**config.mk**
```make
export PLATFORM = sky130hd
export DESIGN_NAME = vga_timing_rx
export DESIGN_NICKNAME = d
export VERILOG_FILES = /design/src/rtl/vga_timing_rx.sv
export SDC_FILE = /design/constraint.sdc
export NUM_CORES = 1
export LEC_CHECK = 0
export CAP_MARGIN = 0
export CORE_UTILIZATION = 25
export CTS_CLUSTER_SIZE = 24
export DETAILED_ROUTE_END_ITERATION = 8
export GPL_TIMING_DRIVEN = 1
export PLACE_DENSITY_LB_ADDON = 0.15
export RECOVER_POWER = 25
export SYNTH_ARGS = -nofsm -noshare
export SYNTH_HDL_FRONTEND = slang
export SYNTH_SLANG_ARGS = --single-unit
export TNS_END_PERCENT = 10
```
**constraint.sdc**
```tcl
create_clock -name clk -period 7.45 [get_ports clk]
set_input_delay 0.745 -clock clk [delete_from_list [all_inputs] [get_ports clk]]
set_output_delay 0.745 -clock clk [all_outputs]
set_load 0.005 [all_outputs]
```
**src/rtl/vga_timing_rx.sv**
```systemverilog
// vga_timing_rx: watches an hsync/vsync/blank_n stream, measures line and
// frame timing, recovers pixel coordinates and reports lock to a stable raster.
module vga_timing_rx #(
  parameter int CNT_W        = 12,
  parameter int LOCK_FRAMES  = 2,
  parameter int SYNC_ACT_LOW = 1
) (
  input  logic             clk,
  input  logic             rst,
  input  logic             hsync_in,
  input  logic             vsync_in,
  input  logic             blank_n_in,
  output logic             de,
  output logic [CNT_W-1:0] x,
  output logic [CNT_W-1:0] y,
  output logic             frame_start,
  output logic [CNT_W-1:0] h_total,
  output logic [CNT_W-1:0] v_total,
  output logic [CNT_W-1:0] h_sync_w,
  output logic [CNT_W-1:0] v_sync_w,
  output logic [CNT_W-1:0] h_active,
  output logic [CNT_W-1:0] v_active,
  output logic             locked,
  output logic             timing_error
);
  typedef logic [CNT_W-1:0] cnt_t;
  localparam cnt_t       CNT_MAX = '1;
  localparam logic [7:0] LOCK_N  = 8'(LOCK_FRAMES);

  typedef enum logic [1:0] {SEARCH, CHECK, LOCKED} state_t;

  function automatic cnt_t inc_sat(input cnt_t v);
    return (v == CNT_MAX) ? v : v + 1'b1;
  endfunction

  logic hs_n, vs_n;
  assign hs_n = (SYNC_ACT_LOW != 0) ? ~hsync_in : hsync_in;
  assign vs_n = (SYNC_ACT_LOW != 0) ? ~vsync_in : vsync_in;

  logic hs_q, hs_d, vs_q, vs_d, bl_q, bl_d, hs_p_q, hs_p_d, vs_p_q, vs_p_d;
  cnt_t hcnt_q, hcnt_d, vcnt_q, vcnt_d, hsw_cnt_q, hsw_cnt_d, vsw_cnt_q, vsw_cnt_d;
  cnt_t act_cnt_q, act_cnt_d, vact_cnt_q, vact_cnt_d, first_len_q, first_len_d;
  cnt_t x_q, x_d, y_q, y_d;
  cnt_t h_total_q, h_total_d, v_total_q, v_total_d, h_sync_w_q, h_sync_w_d;
  cnt_t v_sync_w_q, v_sync_w_d, h_active_q, h_active_d, v_active_q, v_active_d;
  logic line_act_q, line_act_d, first_pend_q, first_pend_d, frame_mis_q, frame_mis_d;
  logic y_first_q, y_first_d, frame_start_q, frame_start_d;

  state_t     state_q;
  logic [7:0] match_cnt_q;
  logic       meas_valid_q, locked_q, timing_error_q;
  cnt_t       ref_h_q, ref_v_q;

  logic hs_rise, hs_fall, vs_rise, vs_fall, hcnt_sat, line_ok, mis_now;
  cnt_t line_len, h_now, v_now, vact_closed;

  assign hs_rise  = hs_q & ~hs_p_q;
  assign hs_fall  = ~hs_q & hs_p_q;
  assign vs_rise  = vs_q & ~vs_p_q;
  assign vs_fall  = ~vs_q & vs_p_q;
  assign hcnt_sat = (hcnt_q == CNT_MAX);
  assign line_len = inc_sat(hcnt_q);
  // A line that ran into saturation is never a valid measurement.
  assign line_ok  = hs_rise & ~hcnt_sat;
  // Values as they stand once a coincident line close has been applied,
  // so the frame decision sees the line that ends on the vsync edge.
  assign h_now       = line_ok ? line_len : h_total_q;
  assign v_now       = hs_rise ? inc_sat(vcnt_q) : vcnt_q;
  assign vact_closed = (hs_rise && line_act_q) ? inc_sat(vact_cnt_q) : vact_cnt_q;
  assign mis_now     = frame_mis_q | (line_ok & ~first_pend_q & (line_len != first_len_q));

  // Next-state for the input stage, measurement counters and coordinates.
  always_comb begin
    hs_d = hs_n;  vs_d = vs_n;  bl_d = blank_n_in;
    hs_p_d = hs_q;  vs_p_d = vs_q;
    hcnt_d = hs_rise ? '0 : inc_sat(hcnt_q);
    vcnt_d = vcnt_q;  hsw_cnt_d = hsw_cnt_q;  vsw_cnt_d = vsw_cnt_q;
    act_cnt_d = act_cnt_q;  vact_cnt_d = vact_cnt_q;  line_act_d = line_act_q;
    first_len_d = first_len_q;  first_pend_d = first_pend_q;  frame_mis_d = frame_mis_q;
    h_total_d = h_total_q;  v_total_d = v_total_q;  h_sync_w_d = h_sync_w_q;
    v_sync_w_d = v_sync_w_q;  h_active_d = h_active_q;  v_active_d = v_active_q;
    x_d = x_q;  y_d = y_q;  y_first_d = y_first_q;  frame_start_d = 1'b0;

    if (line_ok) h_total_d = line_len;

    if (hs_rise) hsw_cnt_d = cnt_t'(1);
    else if (hs_q) hsw_cnt_d = inc_sat(hsw_cnt_q);
    if (hs_fall) h_sync_w_d = hsw_cnt_q;

    // Blank lines leave h_active holding the last active line's width.
    if (hs_rise) begin
      if (line_ok && act_cnt_q != '0) h_active_d = act_cnt_q;
      act_cnt_d  = bl_q ? cnt_t'(1) : '0;
      vcnt_d     = inc_sat(vcnt_q);
      vact_cnt_d = vact_closed;
      line_act_d = bl_q;
    end else if (bl_q) begin
      act_cnt_d  = inc_sat(act_cnt_q);
      line_act_d = 1'b1;
    end

    if (line_ok) begin
      if (first_pend_q) begin
        first_len_d  = line_len;
        first_pend_d = 1'b0;
      end else if (line_len != first_len_q) begin
        frame_mis_d = 1'b1;
      end
    end

    // The frame closes after the line, so these override the line updates.
    if (vs_rise) begin
      vsw_cnt_d = hs_rise ? cnt_t'(1) : '0;
      if (!hcnt_sat) begin
        v_total_d  = v_now;
        v_active_d = vact_closed;
      end
      vcnt_d       = '0;
      vact_cnt_d   = '0;
      first_pend_d = 1'b1;
      frame_mis_d  = 1'b0;
      y_first_d    = 1'b1;
    end else if (vs_q && hs_rise) begin
      vsw_cnt_d = inc_sat(vsw_cnt_q);
    end
    if (vs_fall) v_sync_w_d = vsw_cnt_q;

    // Coordinates come from the raw blank so they line up with de.
    if (blank_n_in && !bl_q) begin
      x_d = '0;
      if (y_first_q || vs_rise) begin
        y_d           = '0;
        y_first_d     = 1'b0;
        frame_start_d = 1'b1;
      end else begin
        y_d = inc_sat(y_q);
      end
    end else if (blank_n_in) begin
      x_d = inc_sat(x_q);
    end
  end

  // Datapath registers.
  always_ff @(posedge clk or posedge rst) begin
    if (rst) begin
      hs_q <= 1'b0;  vs_q <= 1'b0;  bl_q <= 1'b0;  hs_p_q <= 1'b0;  vs_p_q <= 1'b0;
      hcnt_q <= '0;  vcnt_q <= '0;  hsw_cnt_q <= '0;  vsw_cnt_q <= '0;
      act_cnt_q <= '0;  vact_cnt_q <= '0;  line_act_q <= 1'b0;
      first_len_q <= '0;  first_pend_q <= 1'b0;  frame_mis_q <= 1'b0;
      h_total_q <= '0;  v_total_q <= '0;  h_sync_w_q <= '0;
      v_sync_w_q <= '0;  h_active_q <= '0;  v_active_q <= '0;
      x_q <= '0;  y_q <= '0;  y_first_q <= 1'b0;  frame_start_q <= 1'b0;
    end else begin
      hs_q <= hs_d;  vs_q <= vs_d;  bl_q <= bl_d;  hs_p_q <= hs_p_d;  vs_p_q <= vs_p_d;
      hcnt_q <= hcnt_d;  vcnt_q <= vcnt_d;  hsw_cnt_q <= hsw_cnt_d;  vsw_cnt_q <= vsw_cnt_d;
      act_cnt_q <= act_cnt_d;  vact_cnt_q <= vact_cnt_d;  line_act_q <= line_act_d;
      first_len_q <= first_len_d;  first_pend_q <= first_pend_d;  frame_mis_q <= frame_mis_d;
      h_total_q <= h_total_d;  v_total_q <= v_total_d;  h_sync_w_q <= h_sync_w_d;
      v_sync_w_q <= v_sync_w_d;  h_active_q <= h_active_d;  v_active_q <= v_active_d;
      x_q <= x_d;  y_q <= y_d;  y_first_q <= y_first_d;  frame_start_q <= frame_start_d;
    end
  end

  // Lock FSM: qualifies successive frames against a stored reference.
  always_ff @(posedge clk or posedge rst) begin
    if (rst) begin
      state_q <= SEARCH;  match_cnt_q <= '0;  meas_valid_q <= 1'b0;
      ref_h_q <= '0;  ref_v_q <= '0;  locked_q <= 1'b0;  timing_error_q <= 1'b0;
    end else begin
      timing_error_q <= 1'b0;
      if (hcnt_sat) begin
        timing_error_q <= (state_q == LOCKED);
        state_q        <= SEARCH;
        locked_q       <= 1'b0;
        meas_valid_q   <= 1'b0;
        match_cnt_q    <= '0;
      end else begin
        case (state_q)
          SEARCH: if (vs_rise) begin
            state_q      <= CHECK;
            match_cnt_q  <= '0;
            meas_valid_q <= 1'b0;
          end
          CHECK: if (vs_rise) begin
            if (!meas_valid_q) begin
              ref_h_q      <= h_now;
              ref_v_q      <= v_now;
              meas_valid_q <= 1'b1;
              match_cnt_q  <= '0;
            end else if (h_now == ref_h_q && v_now == ref_v_q && !mis_now) begin
              match_cnt_q <= match_cnt_q + 8'd1;
              if (match_cnt_q + 8'd1 >= LOCK_N) begin
                state_q  <= LOCKED;
                locked_q <= 1'b1;
              end
            end else begin
              ref_h_q     <= h_now;
              ref_v_q     <= v_now;
              match_cnt_q <= '0;
            end
          end
          LOCKED: if ((line_ok && line_len != ref_h_q) || (vs_rise && v_now != ref_v_q)) begin
            timing_error_q <= 1'b1;
            locked_q       <= 1'b0;
            state_q        <= CHECK;
            meas_valid_q   <= 1'b0;
            match_cnt_q    <= '0;
          end
          default: state_q <= SEARCH;
        endcase
      end
    end
  end

  assign de           = bl_q;
  assign x            = x_q;
  assign y            = y_q;
  assign frame_start  = frame_start_q;
  assign h_total      = h_total_q;
  assign v_total      = v_total_q;
  assign h_sync_w     = h_sync_w_q;
  assign v_sync_w     = v_sync_w_q;
  assign h_active     = h_active_q;
  assign v_active     = v_active_q;
  assign locked       = locked_q;
  assign timing_error = timing_error_q;
endmodule

```
==> impl_metrics.yaml, run 1 <==
floorplan:
  coreArea_mm2: 0.0446
  start_util_pct: 25.6
  io_pins: 105
  num_rows: 77
  die_w_um: 216
  floorplan.die_area_mm2: 0.0465
  die_y_um: 216
critical_path:
  crit_top_cell: "o22a_1"
  critPathTopFamily: "simple AND/OR/NAND/NOR gates"
  endpoint_kind: "register"
  reg2reg_slack_ns: 1.77
  critPathKind: "register to register"
  cp_cell_sequence: "nor2b_1 -> clkbuf_1 -> o21ai_0 -> o22a_1 -> nor4_2 -> nand4_2 -> nor4_1 -> a21oi_2 -> buf_4 -> o22a_1"
  critPathMaxStageDelay_ns: 1.53
  cp_data_required_time_ns: 7.87
  cp-start-kind: "register"
  cp_max_fo: 25
  path_buf_inv: 2
  crit_path_top_delay_cell: "nor2b_1"
  cp_data_arrival_time_ns: 6.10
clock_network:
  cts_buffer_depth: 3
  cts.sinks: 227
  ctsHtreeMaxLevel: 1
  clk_pin_slew_worst_paths_ns: 0.06
  cts_tree: "done"
  post_cts_resized: 0
  cts_root_buffer: "clkbuf_16"
  cts_hold_buf: 0
  cts_buffers: 27
  clk_latency_ns: 0.54
  postCtsSetupRepairBufs: 0
grt:
  first_global_vias: 8767
  grt_pass1_wl_um: 50400
  grtUsageTotal_pct: 13.4
  overflow: 0
  grt_max_degree: 160
  antenna_found_initial: 0
sta:
  grt_setup_unrepaired: "false"
  setup-violations-final: 0
  clock-skew-final_ns: 0.0120
  period_share_pct: 76.2
  tns_ns: 0
  finalHoldViolCount: 0
  fmax_ghz: 0.176
  slew_viol_final: 252
  fin_crit_ns: 5.68
  worst_slew_pin_slew_ns: 3.20
  relSlewSlack_pct: -114
yosys:
  ys_types: 74
  yosys_warnings: 0
  yosysSeqAreaShare_pct: 49.7
  synthFlopType: "dfrtp_1"
  synth_edf_count: 0
  synth_nets: 1178
  netlist_area_mm2: 0.0114
  synth_async_sr_flop_share_pct: 100
  synth-seq-cells: 227
  synth_cells: 1162
  avgSynthCellArea_um2: 9.83
layout:
  layout_commonest_cell: "dfrtp_1"
  antennaDiodeCount: 0
  nets: 1260
  layout-drive-gt1-share_pct: 9.67
  mostFrequentLayoutCells: "dfrtp_1, nand2_1, nor2_1, clkdlybuf4s50_1, o21ai_0"
  areaGrowthSynthToFinish_pct: 22.2
  fin_cells: 1854
placement:
  port_buffers: 104
  gp_congestion: 0.913
  post-place-cells: 1807
  post-dp-hpwl_um: 21500
pwr:
  power_density_mw_per_mm2: 241
  vdd_drop_max_uv: 156
  power.leakage_nw: 5.89
route:
  ant_nets: 0
  vias: 8670
  drtIter0Drc: 528
  viasPerCell: 4.68
  routed_wl_um: 31000
  post_drt_wl_per_cell_um: 16.7
  first_pass_iters: 5
  route.detailed.drc: 0
min_path:
  hp-class: "register to register"
flow_run:
  drv_cap: 3
status:
  status: "complete, but fails checks"
  violations: "capacitance limit, slew limit"
-- metal layers --
layer  GRT usage (%)  vias to the layer above  wire [µm]
li1                -                     4249          -
met1            19.0                     4225      15100
met2            20.5                      159      13600
met3            3.02                       37       1740
met4            3.45                        0        558
met5               0                        -          0
-- synthesized netlist by cell type, types with 19 or more instances --
cell / count / area (µm²)
dfrtp_1: 227 / 5680
nor2_1: 131 / 492
xor2_1: 58 / 508
o21ai_0: 76 / 380
mux2_2: 40 / 450
a21oi_1: 31 / 155
mux2i_1: 19 / 190
xnor2_1: 45 / 394
nand2_1: 133 / 499
clkbuf_1: 37 / 139
inv_1: 30 / 113
nand4_1: 37 / 231
nand3_1: 57 / 285
-- cells by family after synthesis --
group	share of synthesized area [%]
simple gates	20.4
flops	49.7
compound gates	10.8
xor+xnor	8.10
buf+inv	3.18
mux	6.53
fa+ha+maj	1.21
-- metrics by stage --
| step | util [%] | hold WS (ns) | cell area, µm² | worst slack, ns | power, W |
|---|---|---|---|---|---|
| finish | 31.3 | 0.477 | 14000 | 1.77 | 0.00337 |
| global route | 31.3 | 0.499 | 14000 | 1.11 | 0.00355 |
| CTS | 31.4 | 0.479 | 14000 | 2.58 | 0.00343 |
| detailed placement | 29.3 | 0.461 | 13100 | 2.55 | 0.00202 |
| global placement | 29.3 | 0.456 | 13100 | 2.74 | 0.00202 |
| floorplan | - | 0.408 | 11400 | 0.485 | 0.00179 |
-- worst paths after layout --
check                               to  depth (start not counted)   startpoint
max reg2reg                 ref_v_q[3]                         10       hs_p_d
min reg2reg                v_active[2]                          2  v_active[2]
min in group asynchronous  h_sync_w[9]                          2          rst
max in group asynchronous   ref_v_q[9]                          3          rst
max                         ref_v_q[3]                         10       hs_p_d
min                        v_active[2]                          2  v_active[2]
-- worst register-to-register path, delay by kind of cell (launching register included) --
kind / cells / cell delay (ns)
AND/OR/NAND/NOR: 4 / 2.65
flip-flops: 1 / 0.52
buffers and inverters: 2 / 1.32
AO/OA/AOI/OAI: 4 / 1.07
-- power breakdown --
group	leakage (nW)	switching, W	internal (W)
Clock	0.448	0.000542	0.000834
Sequential	3.06	0.000116	0.00133
Combinational	2.38	0.000287	0.000254
-- area by class of cell --
cell class / instances / area [µm²]
fill: 4643 / 30700
sequential: 227 / 5680
multi-input combinational: 847 / 5410
timing repair buffer: 111 / 1090
clock buffer: 36 / 779
tap: 592 / 741
clock inverter: 11 / 141
inverter: 30 / 114
No activity file was read; power rests on OpenSTA's default activity.
==> inputs of run 2 (changes only) <==
clock period = 4.85 ns   (was 7.45 ns; I/O delays follow)
==> run 2 against run 1 <==
  * The flow still finishes with violations (capacitance limit, slew limit)
  * Total power rose by 65%
  * Cell area increased by 2.0%
  * Wire length is 0.26% lower
  * First-iteration DRC count decreased by 3.8%
  * Via count up 0.59%
  * Flip-flop and latch count is the same
  * Clock power grew 82%
  * Non-clock buffer count increased by 7
  * Sequential power is 54% higher
  * Die area did not move
  * Register-to-register slack worse by 0.98 ns
  * Cell count increased by 0.81%
==> impl_metrics.yaml, run 2 (same netlist as run 1, synthesis figures left out) <==
sta:
  relSlewSlack_pct: -88.0
  grt_setup_unrepaired: "false"
  worst_slew_pin_slew_ns: 2.82
  clock-skew-final_ns: 0.0239
  slew_viol_final: 214
  finalHoldViolCount: 0
  layout_setup_ws_ns: 0.790
  fin_crit_ns: 4.06
  tns_ns: 0
  setup-violations-final: 0
  fmax_ghz: 0.246
  period_share_pct: 83.7
clock_network:
  cts_buffers: 30
  clk_pin_slew_worst_paths_ns: 0.06
  postCtsSetupRepairBufs: 0
  post_cts_resized: 0
  cts_buffer_depth: 3
  ctsHtreeMaxLevel: 1
  clk_latency_ns: 0.57
  cts_hold_buf: 0
  cts_tree: "done"
  cts.sinks: 227
  cts_root_buffer: "clkbuf_16"
route:
  ant_nets: 0
  route.detailed.drc: 0
  vias: 8721
  post_drt_wl_per_cell_um: 16.5
  drtIter0Drc: 508
  viasPerCell: 4.67
  routed_wl_um: 30900
  first_pass_iters: 5
pwr:
  power_w: 0.00557
  vdd_drop_max_uv: 232
  power_density_mw_per_mm2: 391
  power.leakage_nw: 6.04
layout:
  mostFrequentLayoutCells: "dfrtp_1, nand2_1, nor2_1, clkdlybuf4s50_1, o21ai_0"
  layout-drive-gt1-share_pct: 10.9
  areaGrowthSynthToFinish_pct: 24.6
  fin_area_mm2: 0.0142
  nFillCells: 4602
  antennaDiodeCount: 0
  layout_commonest_cell: "dfrtp_1"
  nets: 1270
  fin_util_pct: 31.9
critical_path:
  endpoint_kind: "register"
  cp_data_required_time_ns: 5.26
  rr_startpoint: "hs_p_q"
  crit_path_top_delay_cell: "or4_1"
  cp_max_fo: 14
  cp_data_arrival_time_ns: 4.47
  critPathTopFamily: "simple AND/OR/NAND/NOR gates"
  cp-start-kind: "register"
  critPathKind: "register to register"
  path_buf_inv: 0
  cp_cell_sequence: "nand2b_1 -> nor4_4 -> xnor2_1 -> a221o_1 -> nor4_2 -> nand4_2 -> or4_1 -> nor3_4 -> a41oi_1"
  timing.critical_path.from: "hs_p_q"
  critPathMaxStageDelay_ns: 0.74
placement:
  port_buffers: 104
  dpl_cell_area_mm2: 0.0131
  post-dp-hpwl_um: 21500
  place_ws_ns: 0.891
  gp_congestion: 0.877
floorplan:
  floorplan.die_area_mm2: 0.0465
  die_w_um: 216
  die_y_um: 216
  start_util_pct: 25.6
  coreArea_mm2: 0.0446
  io_pins: 105
  num_rows: 77
min_path:
  hp-class: "primary input to asynchronous set/reset pin"
grt:
  grtUsageTotal_pct: 13.4
  antenna_found_initial: 0
  first_global_vias: 8668
  grt_pass1_wl_um: 50100
  overflow: 0
  grt_max_degree: 113
status:
  status: "complete, but fails checks"
  violations: "capacitance limit, slew limit"
flow_run:
  drv_cap: 2
run 2: worst paths after layout:
| kind | end | slack, ns | depth (start not counted) |
|---|---|---|---|
| worst min register to register | vs_p_q | 0.47 | 0 |
| worst max-delay path | state_q[0] | 0.79 | 9 |
| min in group clk | vs_p_q | 0.47 | 0 |
| max in group asynchronous | vcnt_q[4] | 1.21 | 3 |
| worst max register to register | state_q[0] | 0.79 | 9 |
| worst min-delay path | h_sync_w[7] | 0.46 | 2 |
run 2: layout make-up:
cell class | instances | area, µm² | area share, %
Tap cell | 592 | 741 | 5.21
Clock buffer | 40 | 870 | 6.11
Timing Repair Buffer | 118 | 1140 | 8.02
Inverter | 30 | 114 | 0.800
Clock inverter | 15 | 269 | 1.89
Sequential cell | 227 | 5680 | 39.9
Multi-Input combinational cell | 847 | 5410 | 38.0
run 2: per-layer routing:
metal  track usage [%]  wire (µm)  up-vias
met5                 0          0        -
met4              3.62        556        0
met3              2.99       1750       33
met2              20.4      13600      197
met1              18.9      14900     4223
li1                  -          -     4268
run 2: report_power, final:
| group | internal, W | switching [W] |
|---|---|---|
| Clock | 0.00163 | 0.000886 |
| Sequential | 0.00205 | 0.000176 |
| Combinational | 0.000394 | 0.000433 |
| Total | 0.00407 | 0.00149 |
run 2: metrics by stage:
stage               instances  hold slack [ns]
global placement         1814            0.442
floorplan                1162            0.408
global route             1869            0.503
detailed placement       1814            0.451
finish                   1869            0.463
CTS                      1869            0.269
